===== config.mk =====
export PLATFORM = sky130hd
export DESIGN_NAME = mem_reader
export DESIGN_NICKNAME = d
export VERILOG_FILES = /design/src/rtl/mem_pkg.sv /design/src/rtl/mem_reader.sv
export SDC_FILE = /design/constraint.sdc
export NUM_CORES = 1
export LEC_CHECK = 0
export ABC_AREA = 1
export BUFFER_PORTS_ARGS = -buffer_cell sky130_fd_sc_hd__buf_4
export CAP_MARGIN = 20
export CORE_AREA = 10 10 65 54
export CTS_CLUSTER_SIZE = 20
export DETAILED_ROUTE_END_ITERATION = 10
export DIE_AREA = 0 0 75 64
export GPL_TIMING_DRIVEN = 0
export PLACE_DENSITY_LB_ADDON = 0.08
export SYNTH_ARGS = -nofsm -noshare
export SYNTH_HDL_FRONTEND = slang
export SYNTH_SLANG_ARGS = --single-unit

===== constraint.sdc =====
create_clock -name clk_manual -period 2.5 [get_ports clk_manual]
set_input_delay 0.125 -clock clk_manual [delete_from_list [all_inputs] [get_ports clk_manual]]
set_output_delay 0.125 -clock clk_manual [all_outputs]
set_load 0.05 [all_outputs]

===== src/rtl/mem_pkg.sv =====
// Shared definitions for the memory readout path: default geometry and
// the readout FSM state encoding.
package mem_pkg;

    localparam int ADDR_W_DEF = 3;
    localparam int DATA_W_DEF = 5;

    typedef logic [1:0] state_t;

    localparam state_t IDLE    = 2'd0;
    localparam state_t FETCH   = 2'd1;
    localparam state_t PRESENT = 2'd2;
    localparam state_t DONE    = 2'd3;

endpackage


===== src/rtl/mem_reader.sv =====
// Walks a small combinational-read memory from address 0 to a latched last
// address, presenting each word plus its sum with the following word.
module mem_reader
    import mem_pkg::*;
#(
    parameter int ADDR_W = ADDR_W_DEF,
    parameter int DATA_W = DATA_W_DEF
) (
    input  logic              clk_manual,
    input  logic              reset_n,
    input  logic              start,
    input  logic [ADDR_W-1:0] last_adr,
    input  logic              loop,
    input  logic              abort,
    output logic [ADDR_W-1:0] rd_adr,
    input  logic [DATA_W-1:0] rd_data,
    input  logic [DATA_W-1:0] rd_data_next,
    output logic [DATA_W-1:0] out_value,
    output logic [DATA_W:0]   out_sum,
    output logic              out_valid,
    input  logic              out_ready,
    output logic              busy,
    output logic              done
);

    state_t              state, state_nxt;
    logic [ADDR_W-1:0]   idx, idx_nxt;
    logic [ADDR_W-1:0]   last_q, last_nxt;
    logic                loop_q, loop_nxt;
    logic [DATA_W-1:0]   value_q, value_nxt;
    logic [DATA_W:0]     sum_q, sum_nxt;
    logic                valid_q, valid_nxt;

    always_comb begin
        state_nxt = state;
        idx_nxt   = idx;
        last_nxt  = last_q;
        loop_nxt  = loop_q;
        value_nxt = value_q;
        sum_nxt   = sum_q;
        valid_nxt = valid_q;

        case (state)
            IDLE: begin
                idx_nxt = '0;
                if (start) begin
                    state_nxt = FETCH;
                    last_nxt  = last_adr;
                    loop_nxt  = loop;
                end
            end
            FETCH: begin
                value_nxt = rd_data;
                sum_nxt   = {1'b0, rd_data} + {1'b0, rd_data_next};
                valid_nxt = 1'b1;
                state_nxt = PRESENT;
            end
            PRESENT: begin
                if (out_ready) begin
                    valid_nxt = 1'b0;
                    if (idx != last_q) begin
                        idx_nxt   = idx + 1'b1;
                        state_nxt = FETCH;
                    end else if (loop_q) begin
                        idx_nxt   = '0;
                        state_nxt = FETCH;
                    end else begin
                        state_nxt = DONE;
                    end
                end
            end
            DONE: begin
                idx_nxt   = '0;
                state_nxt = IDLE;
            end
            default: begin
                idx_nxt   = '0;
                valid_nxt = 1'b0;
                state_nxt = IDLE;
            end
        endcase

        // Abort overrides everything, including a pending handshake or start.
        if (abort) begin
            state_nxt = IDLE;
            idx_nxt   = '0;
            valid_nxt = 1'b0;
        end
    end

    always_ff @(posedge clk_manual or negedge reset_n) begin
        if (!reset_n) begin
            state   <= IDLE;
            idx     <= '0;
            last_q  <= '0;
            loop_q  <= 1'b0;
            value_q <= '0;
            sum_q   <= '0;
            valid_q <= 1'b0;
        end else begin
            state   <= state_nxt;
            idx     <= idx_nxt;
            last_q  <= last_nxt;
            loop_q  <= loop_nxt;
            value_q <= value_nxt;
            sum_q   <= sum_nxt;
            valid_q <= valid_nxt;
        end
    end

    assign rd_adr    = idx;
    assign out_value = value_q;
    assign out_sum   = sum_q;
    assign out_valid = valid_q;
    assign busy      = (state != IDLE);
    assign done      = (state == DONE) && !abort;

endmodule


# Yosys cells after proc, flatten, opt, wreduce, memory -nomap -nowiden
# Cells that the tools add are included.
# Widths: inputs -> output; s select.
# op_classes
n_reduce_logical,11
n_addsub,2
eq_ne,7
mux,14
# op_table
cell,count
$mux 3,4
$mux 2,5
$pmux 2 s4,1
$add 5x5->6,1
$ne 3x3->1 const B,2
$pmux 3 s2,1
$reduce_and 2->1,3
$reduce_bool 3->1,2
$eq 2x2->1 const B,2
$ne 4x4->1 const B,1
$add 3x1->3 const B,1
$ne 3x3->1,1
$reduce_and 3->1,1
$eq 2x1->1 const B,1
$logic_not 2->1,1
$mux 1,2
$pmux 1 s2,1
$reduce_bool 2->1,1
$reduce_or 2->1,1
$logic_and 1x1->1,1
$logic_not 1->1,1
# totals
reg_bits,21

# Longest topological paths before layout
# Gate-level depths: netlist of run 1.
# logic_depth
ltp_word,5
mapped_depth,10

# Worst setup path before layout of run 1
# No wires, ideal clock.
# synth_path
path_kind,reg2reg
from,register idx[0] (netlist: rd_adr[0])
to,register idx[2] (netlist: rd_adr[2])
t_arrival_ns,1.206
required_ns,2.377
slack_ns,1.171
stages_incl_launch_ff,8
path_buffers,0
path_cell_list,dfrtp_1 > inv_1 > nand2_1 > nand2_1 > nand4_2 > nand2_2 > nand2_1 > o21ai_1
# synth_between
elab_chain_len,5
elab_cells_between_ends,8
cone_classes,1 x add/sub; 2 x eq/ne; 4 x mux; 1 x reduce/logical
# synth_lines
element,line,text
start: declaration,mem_reader.sv:27,"logic [ADDR_W-1:0] idx, idx_nxt;"
start signal: assignment,mem_reader.sv:102,idx <= idx_nxt;
$add 3x1->3 / $ne 3x3->1 (equally long branches),"mem_reader.sv:62, mem_reader.sv:61",
$mux 3,mem_reader.sv:61,if (idx != last_q) begin
$mux 3,mem_reader.sv:59,if (out_ready) begin
$pmux 3 s2,mem_reader.sv:43,case (state)
$mux 3,mem_reader.sv:84,if (abort) begin
# Several ways; a longest one is shown, not always the timed one. The select of a mux whose other input is x is not followed.
# A chain may end at the register's enable or synchronous reset.

# Final worst setup path of run 1
# layout_path
from,register state[0]
to,register idx[0] (netlist: rd_adr[0])
# layout_between
elab_chain_len,4
elab_cells_between_ends,10
cone_classes,4 x eq/ne; 2 x mux; 4 x reduce/logical
# layout_lines
element,line,text
start: declaration,mem_reader.sv:26,"state_t state, state_nxt;"
start signal: assignment,mem_reader.sv:101,state <= state_nxt;
$eq 2x2->1 / $logic_not 2->1 (equally long branches),mem_reader.sv:43,
$reduce_or 2->1 (no line),-,
$pmux 3 s2 / $reduce_bool 3->1 (equally long branches),-,
$mux 3 / $reduce_and 3->1 (equally long branches),-,
# Several ways; a longest one is shown, not always the timed one.

==> impl_results.md, run 1 <==
- Placed Instances: 202
- Setup WS pre-CTS: a little over 1 ns
- Hold Vio Cnt, Final: 0
- Final period util: 0.5947
- Dpl hpwl: 2264 um
- Clock power frac: 0.087
- Number of setup violations in the final report: 0
- RSZ-0062 raised after global routing: false
- TNS Setup: 0 ns
- Final non-filler cell total: 207
- FF-to-FF setup slack: between 1 and 1.5 ns
- Worst slew pin tran: approximately 0.27 ns
- WS Path Type: register to register
- P_sw: ~1 mW
- Gr usage total: 0.1195
- Hold slack: slightly above 0.03 ns
- Gpl congestion: 0.8411
- Post-CTS setup buffer count: 0
- Final Util: 0.6751
- Syn nets: ~170
- Synth Area per Inst: roughly 8.3 um^2
- Max VDD drop: a little over 700 uV
- Post-CTS Resized: 0
- Seq/Total Area, Yosys: 0.4468
- Diode count: 0
- Core region area: 2233 um^2
- Total number of vias: ~1,000
- Die Ht: ~64 um
- Cell area after synthesis: between 1000 and 1500 um^2
- Combinational power share: 0.601
- Drt drc: 0
- CTS sink count: 21
- Post-DRT Antenna Nets: 0
- Reg2reg end: rd_adr[0]$_DFFE_PN0P_
- Total CTS buffers: 3
- Reg power frac: 0.312
- FF+latch count, synth: 21
- Worst setup slack after layout: 1.013 ns
- Largest net degree at the start of global routing: 22
- Final max-slew violation count: 0
- Grt total ovfl: 0
- WL final: about 2800 um
- Clk_lat worst skew: ~0.3 ns
- Htree depth: 1
- Max_cap viols: 0
- Hold_sp: rd_data[0]
- CP Launch Type: register
- Min Clock Period, post-route: roughly 1.5 ns
- Vias in the first global route: between 1,000 and 1,500
- # nets final: about 210
- Share of layout cells above drive strength 1: 0.2692
- Clock Path Buffers: 2
- DR vias/cell: 4.952
- Detailed Routing Iterations Pass 1: 4
- Std cell rows: 15
- Required @ worst endpoint: around 2.7 ns
- I/O pin count: 36
- DR iter-0 viols: between 60 and 70
- Syn. warnings: 0
- Clk slew on worst S/H paths: roughly 0.12 ns
- Hold EP: out_value[0]$_DFFE_PN0P_
- Die X: ~75 um
- Most common cell after layout, fill and taps aside: nand2_1
- Skew final: roughly 0.0016 ns
- CP Capture Type: register
- Slew HR: 0.8175
- DIE AREA: around 4800 um^2
- Hold depth: 3
- Layout area overhead: 28.19%
- Drt wl/cell: 13.32 um
- Leak: ~0.83 nW
- R2R depth: 7
- Pwr dens: about 1200 nW/um^2
- Fmax: just under 700 MHz
- Worst hold path class: primary input to register
- Net Sw Frac: 0.5195
- First-pass GRT wire length: between 4000 and 5000 um
- Commonest non-fill, non-tap cells in the layout: 42 x nand2_1, 36 x buf_4, 21 x dfrtp_1
- CTS tree: yes
- Initial antenna violation count: 0
- WP data arrival: 1.72 ns
- Initial core utilization: 0.5266
- Synth unique cells: 23
- Reg-to-reg startpoint: state[0]$_DFFE_PN0P_
- CTS root buf: clkbuf_4
- Gate Count Post-Synth: around 140
- Status: finished clean
- Port bufs: 35
- Internal power: roughly 0.90 mW
- Crit Path Max Fanout: 6
per-layer routing:
layer,share of wire,global-route usage,vias up
li1,-,-,537
met1,0.45,0.1453,451
met2,0.46,0.1904,35
met3,0.092,0.05401,2
met4,0.0047,0.02123,0
met5,0,0,-
critical path, cell delays in order (launching register included):
cell	delay (ns)
dfrtp_1	0.42
inv_1	0.10
ha_1	0.26
a21oi_1	0.18
o21ai_0	0.15
nand2_2	0.15
nand2_1	0.06
o21ai_1	0.09
repair_timing:
action	CTS	global route
hold buffers	1	0
hold endpoints to repair	21	0
endpoints found under the setup margin	0	0
registers in the layout, indices dropped and copies added, names as in the netlist:
register	cells
rd_adr	3
last_q	3
state	2
loop_q	1
out_valid	1
out_sum	6
out_value	5
how the worst max path moves through the flow:
stage,from,end,cells past startpoint
detailed placement,rd_data[0],out_sum[4]$_DFFE_PN0P_,10
CTS,state[0]$_DFFE_PN0P_,rd_adr[0]$_DFFE_PN0P_,7
floorplan,rd_adr[0]$_DFFE_PN0P_,rd_adr[2]$_DFFE_PN0P_,7
global placement,rd_data[0],out_sum[4]$_DFFE_PN0P_,10
finish,state[0]$_DFFE_PN0P_,rd_adr[0]$_DFFE_PN0P_,7
global route,state[0]$_DFFE_PN0P_,rd_adr[1]$_DFFE_PN0P_,7
through the flow:
step                      instance area [um^2]  power, mW
after floorplan                           1176      1.378
after global placement                    1470      1.688
after detailed placement                  1470      1.731
after CTS                                 1508      1.898
after global routing                      1508      2.027
final                                     1508      1.875
cell usage after synthesis:
cell type	number	share of area
a21boi_0	1	0.0064
a21oi_1	8	0.034
a22oi_1	1	0.0064
buf_2	1	0.0043
buf_4	1	0.0064
dfrtp_1	21	0.45
fa_1	1	0.017
ha_1	10	0.11
inv_1	18	0.057
inv_2	1	0.0032
mux2_2	2	0.019
nand2_1	42	0.13
nand2_2	2	0.011
nand3_1	5	0.021
nand4_2	1	0.011
nor2_1	9	0.029
nor2_2	1	0.0053
nor3_1	1	0.0043
o21ai_0	9	0.038
o21ai_1	4	0.017
o21ai_2	1	0.0074
xnor2_1	1	0.0074
xor2_1	1	0.0074
power groups by stage:
stage / registers, mW / logic [mW] / clock network (mW)
finish: 0.584 / 1.13 / 0.164
global route: 0.608 / 1.23 / 0.190
CTS: 0.587 / 1.14 / 0.172
detailed placement: 0.593 / 1.14 / 0
global placement: 0.583 / 1.11 / 0
floorplan: 0.926 / 0.452 / 0
logic make-up (layout without fill, tap and decap cells):
family                     after synthesis  in the layout  share of synthesized area
and+or+nand+nor                         61             61                     0.2149
AOI/OAI and AO/OA                       24             24                     0.1096
DFF                                     21             21                     0.4468
buffers and inverters                   21             61                    0.07127
adders and majority gates               11             11                     0.1234
xor gates and xnor gates                 2              2                    0.01490
muxes                                    2              2                    0.01915
final cells by class:
type | count | area, um^2
timing repair buffer | 36 | 272.8
fill | 199 | 725.7
inverter | 19 | 71.32
sequential | 21 | 525.5
buffer | 2 | 12.51
clock buffer | 3 | 22.52
clock inverter | 1 | 5.005
tap | 25 | 31.28
multi-input combinational | 100 | 566.8
No activity file was read; power rests on OpenSTA's default activity.
==> run 2: changes to the inputs <==
--- a/config.mk
+++ b/config.mk
@@ -8,10 +8,10 @@
 export ABC_AREA = 1
 export BUFFER_PORTS_ARGS = -buffer_cell sky130_fd_sc_hd__buf_4
 export CAP_MARGIN = 20
-export CORE_AREA = 10 10 65 54
+export CORE_AREA = 10 10 68 56
 export CTS_CLUSTER_SIZE = 20
 export DETAILED_ROUTE_END_ITERATION = 10
-export DIE_AREA = 0 0 75 64
+export DIE_AREA = 0 0 78 66
 export GPL_TIMING_DRIVEN = 0
 export PLACE_DENSITY_LB_ADDON = 0.08
 export SYNTH_ARGS = -nofsm -noshare
==> constraint.sdc (replaced) <==
create_clock -name clk_manual -period 1.5 [get_ports clk_manual]
set_input_delay 0.075 -clock clk_manual [delete_from_list [all_inputs] [get_ports clk_manual]]
set_output_delay 0.075 -clock clk_manual [all_outputs]
set_load 0.05 [all_outputs]
==> impl_results.md, run 2 (synthesis results as in run 1) <==
- Hold Vio Cnt, Final: 0 (unchanged)
- CP Launch Type: register
- Fill count: 238 (+20%)
- # nets final: 222 (+4.2%)
- Drt drc: 0 (unchanged)
- Reg-to-reg startpoint: state[0]$_DFFE_PN0P_
- Worst path cell trace: buf_4, buf_4, ha_1, inv_1, nor2_1, buf_6
- Gpl congestion: 0.9013 (+7.2%)
- CTS root buf: clkbuf_4
- DR iter-0 viols: 45 (-33%)
- Number of setup violations in the final report: 0 (unchanged)
- Share of layout cells above drive strength 1: 0.2984 (+0.02920)
- Vias in the first global route: 1,076 (+4.2%)
- Clk slew on worst S/H paths: 0.12 ns (about the same)
- R2R depth: 6 (-1)
- Slew HR: 0.8145 (-0.002976)
- Status: finished clean
- FF-to-FF setup slack: 0.08 ns (-0.93 ns)
- Worst Setup EP: done
- Final Total Pwr: 3.269 mW (+74%)
- Finished Cell Area: 1643 um^2 (+9.0%)
- Total number of vias: 1,064 (+3.8%)
- Skew final: 0.009250 ns (+0.007648 ns)
- I/O pin count: 36 (unchanged)
- Std cell rows: 16 (+1)
- CP max stage delay: 0.42 ns (about the same)
- Worst hold path class: primary input to register
- Layout area overhead: 39.68%
- Slowest CP cell: dfrtp_1
- Most frequent CP cell: buf_4
- Initial antenna violation count: 0 (unchanged)
- Worst slew pin tran: 0.2783 ns (+0.004464 ns)
- Fmax: ~670 MHz
- Min Clock Period, post-route: around 1.5 ns
- CTS tree: yes
- Drt wl/cell: 13.04 um (-2.1%)
- Max_cap viols: 0 (unchanged)
- Reg2reg end: rd_adr[2]$_DFFE_PN0P_
- WS Path Type: register to output pin
- Final period util: 0.9893
- Htree depth: 1 (unchanged)
- Hold slack: 0.01990 ns (-0.01085 ns)
- Die X: 78 um (+4.0%)
- Placed cell area: 1484 um^2 (+0.94%)
- RSZ-0062 raised after global routing: true
- Detailed Routing Iterations Pass 1: 4 (unchanged)
- Die Ht: 66 um (+3.1%)
- WL final: 2960 um (+7.3%)
- CTS sink count: 21 (unchanged)
- Core region area: 2502 um^2 (+12%)
- Max FFs per register: 6 (unchanged)
- Clk_lat worst skew: 0.31 ns (about the same)
- Port bufs: 35 (unchanged)
- Pwr dens: 1990 nW/um^2 (+60%)
- Most common cell after layout, fill and taps aside: nand2_1
- Post-DRT Antenna Nets: 0 (unchanged)
- Final max-slew violation count: 0 (unchanged)
- First-pass GRT wire length: 4878 um (+6.6%)
- Commonest non-fill, non-tap cells in the layout: 41 x nand2_1, 38 x buf_4, 21 x dfrtp_1
- Leak: 0.8710 nW (+5.0%)
- CP Capture Type: output pin
- Required @ worst endpoint: 1.42 ns (-1.31 ns)
- Total CTS buffers: 3 (unchanged)
- DR vias/cell: 4.687 (-5.3%)
- Gr usage total: 0.1163 (-0.003156)
- TNS Setup: 0 ns (unchanged)
- Clock Path Buffers: 2 (unchanged)
- Crit Path Max Fanout: 3 (-3)
- Grt total ovfl: 0 (unchanged)
- Initial core utilization: 0.4700 (-0.05661)
- Largest net degree at the start of global routing: 22 (unchanged)
- Diode count: 0 (unchanged)
- DIE AREA: 5148 um^2 (+7.2%)
- Max VDD drop: 1160 uV (+64%)
- Worst setup path startpoint: state[0]$_DFFE_PN0P_
- WP data arrival: 1.41 ns (-0.31 ns)
- Dpl hpwl: 2259 um (-0.21%)
-- run 2: layer usage --
| layer | global-route usage | wire, um |
|---|---|---|
| met5 | 0 | 0 |
| met4 | 0.03571 | 50 |
| met3 | 0.04891 | 218 |
| met2 | 0.1787 | 1304 |
| met1 | 0.1454 | 1387 |
-- run 2: cell type report --
| class | count | area [um^2] | share of cell area |
|---|---|---|---|
| Buffer | 2 | 15.01 | 0.009139 |
| Clock buffer | 4 | 26.28 | 0.01599 |
| Inverter | 19 | 71.32 | 0.04341 |
| Multi-Input combinational cell | 100 | 600.6 | 0.3656 |
| Timing Repair Buffer | 45 | 359.1 | 0.2186 |
| Sequential cell | 21 | 525.5 | 0.3199 |
| Tap cell | 36 | 45.04 | 0.02742 |
-- run 2: worst max-delay path: cells and delay by family (launching register included) --
kind | cells | cell delay, ns
buf+inv | 4 | 0.46
flops | 1 | 0.42
fa+ha+maj | 1 | 0.19
simple gates | 1 | 0.04
-- run 2: worst min path at each step --
stage | startpoint | endpoint | slack, ns | cells past startpoint
after floorplan | reset_n | last_q[0]$_DFFE_PN0P_ | -0.22 | 0
after global placement | reset_n | rd_adr[2]$_DFFE_PN0P_ | -0.02 | 1
after detailed placement | reset_n | rd_adr[1]$_DFFE_PN0P_ | -0.02 | 1
after CTS | last_adr[0] | last_q[0]$_DFFE_PN0P_ | 0.01 | 3
after global routing | out_ready | out_valid$_DFFE_PN0P_ | 0.02 | 4
final | last_adr[0] | last_q[0]$_DFFE_PN0P_ | 0.02 | 3
-- run 2: through the flow --
stage	std cells	utilization	worst slack, ns
after global routing	227	0.6565	-0.06331
after CTS	224	0.6315	0.04124
final	227	0.6565	0.01611
after global placement	213	0.5930	0.07277
after floorplan	142	-	0.1708
after detailed placement	213	0.5930	0.04629
-- run 2: where the power goes --
part           internal (mW)  total, mW  switching [mW]
Sequential             0.814      0.960           0.146
Clock                  0.104      0.276           0.172
Combinational          0.688       2.03            1.34
-- run 2: what timing repair did --
| item | in CTS | in global routing |
|---|---|---|
| endpoints found under the setup margin | 0 | 15 |
| hold endpoints to repair | 27 | 0 |
| gates resized for setup | 0 | 13 |
| hold buffers | 7 | 0 |
| buffers inserted | 0 | 3 |
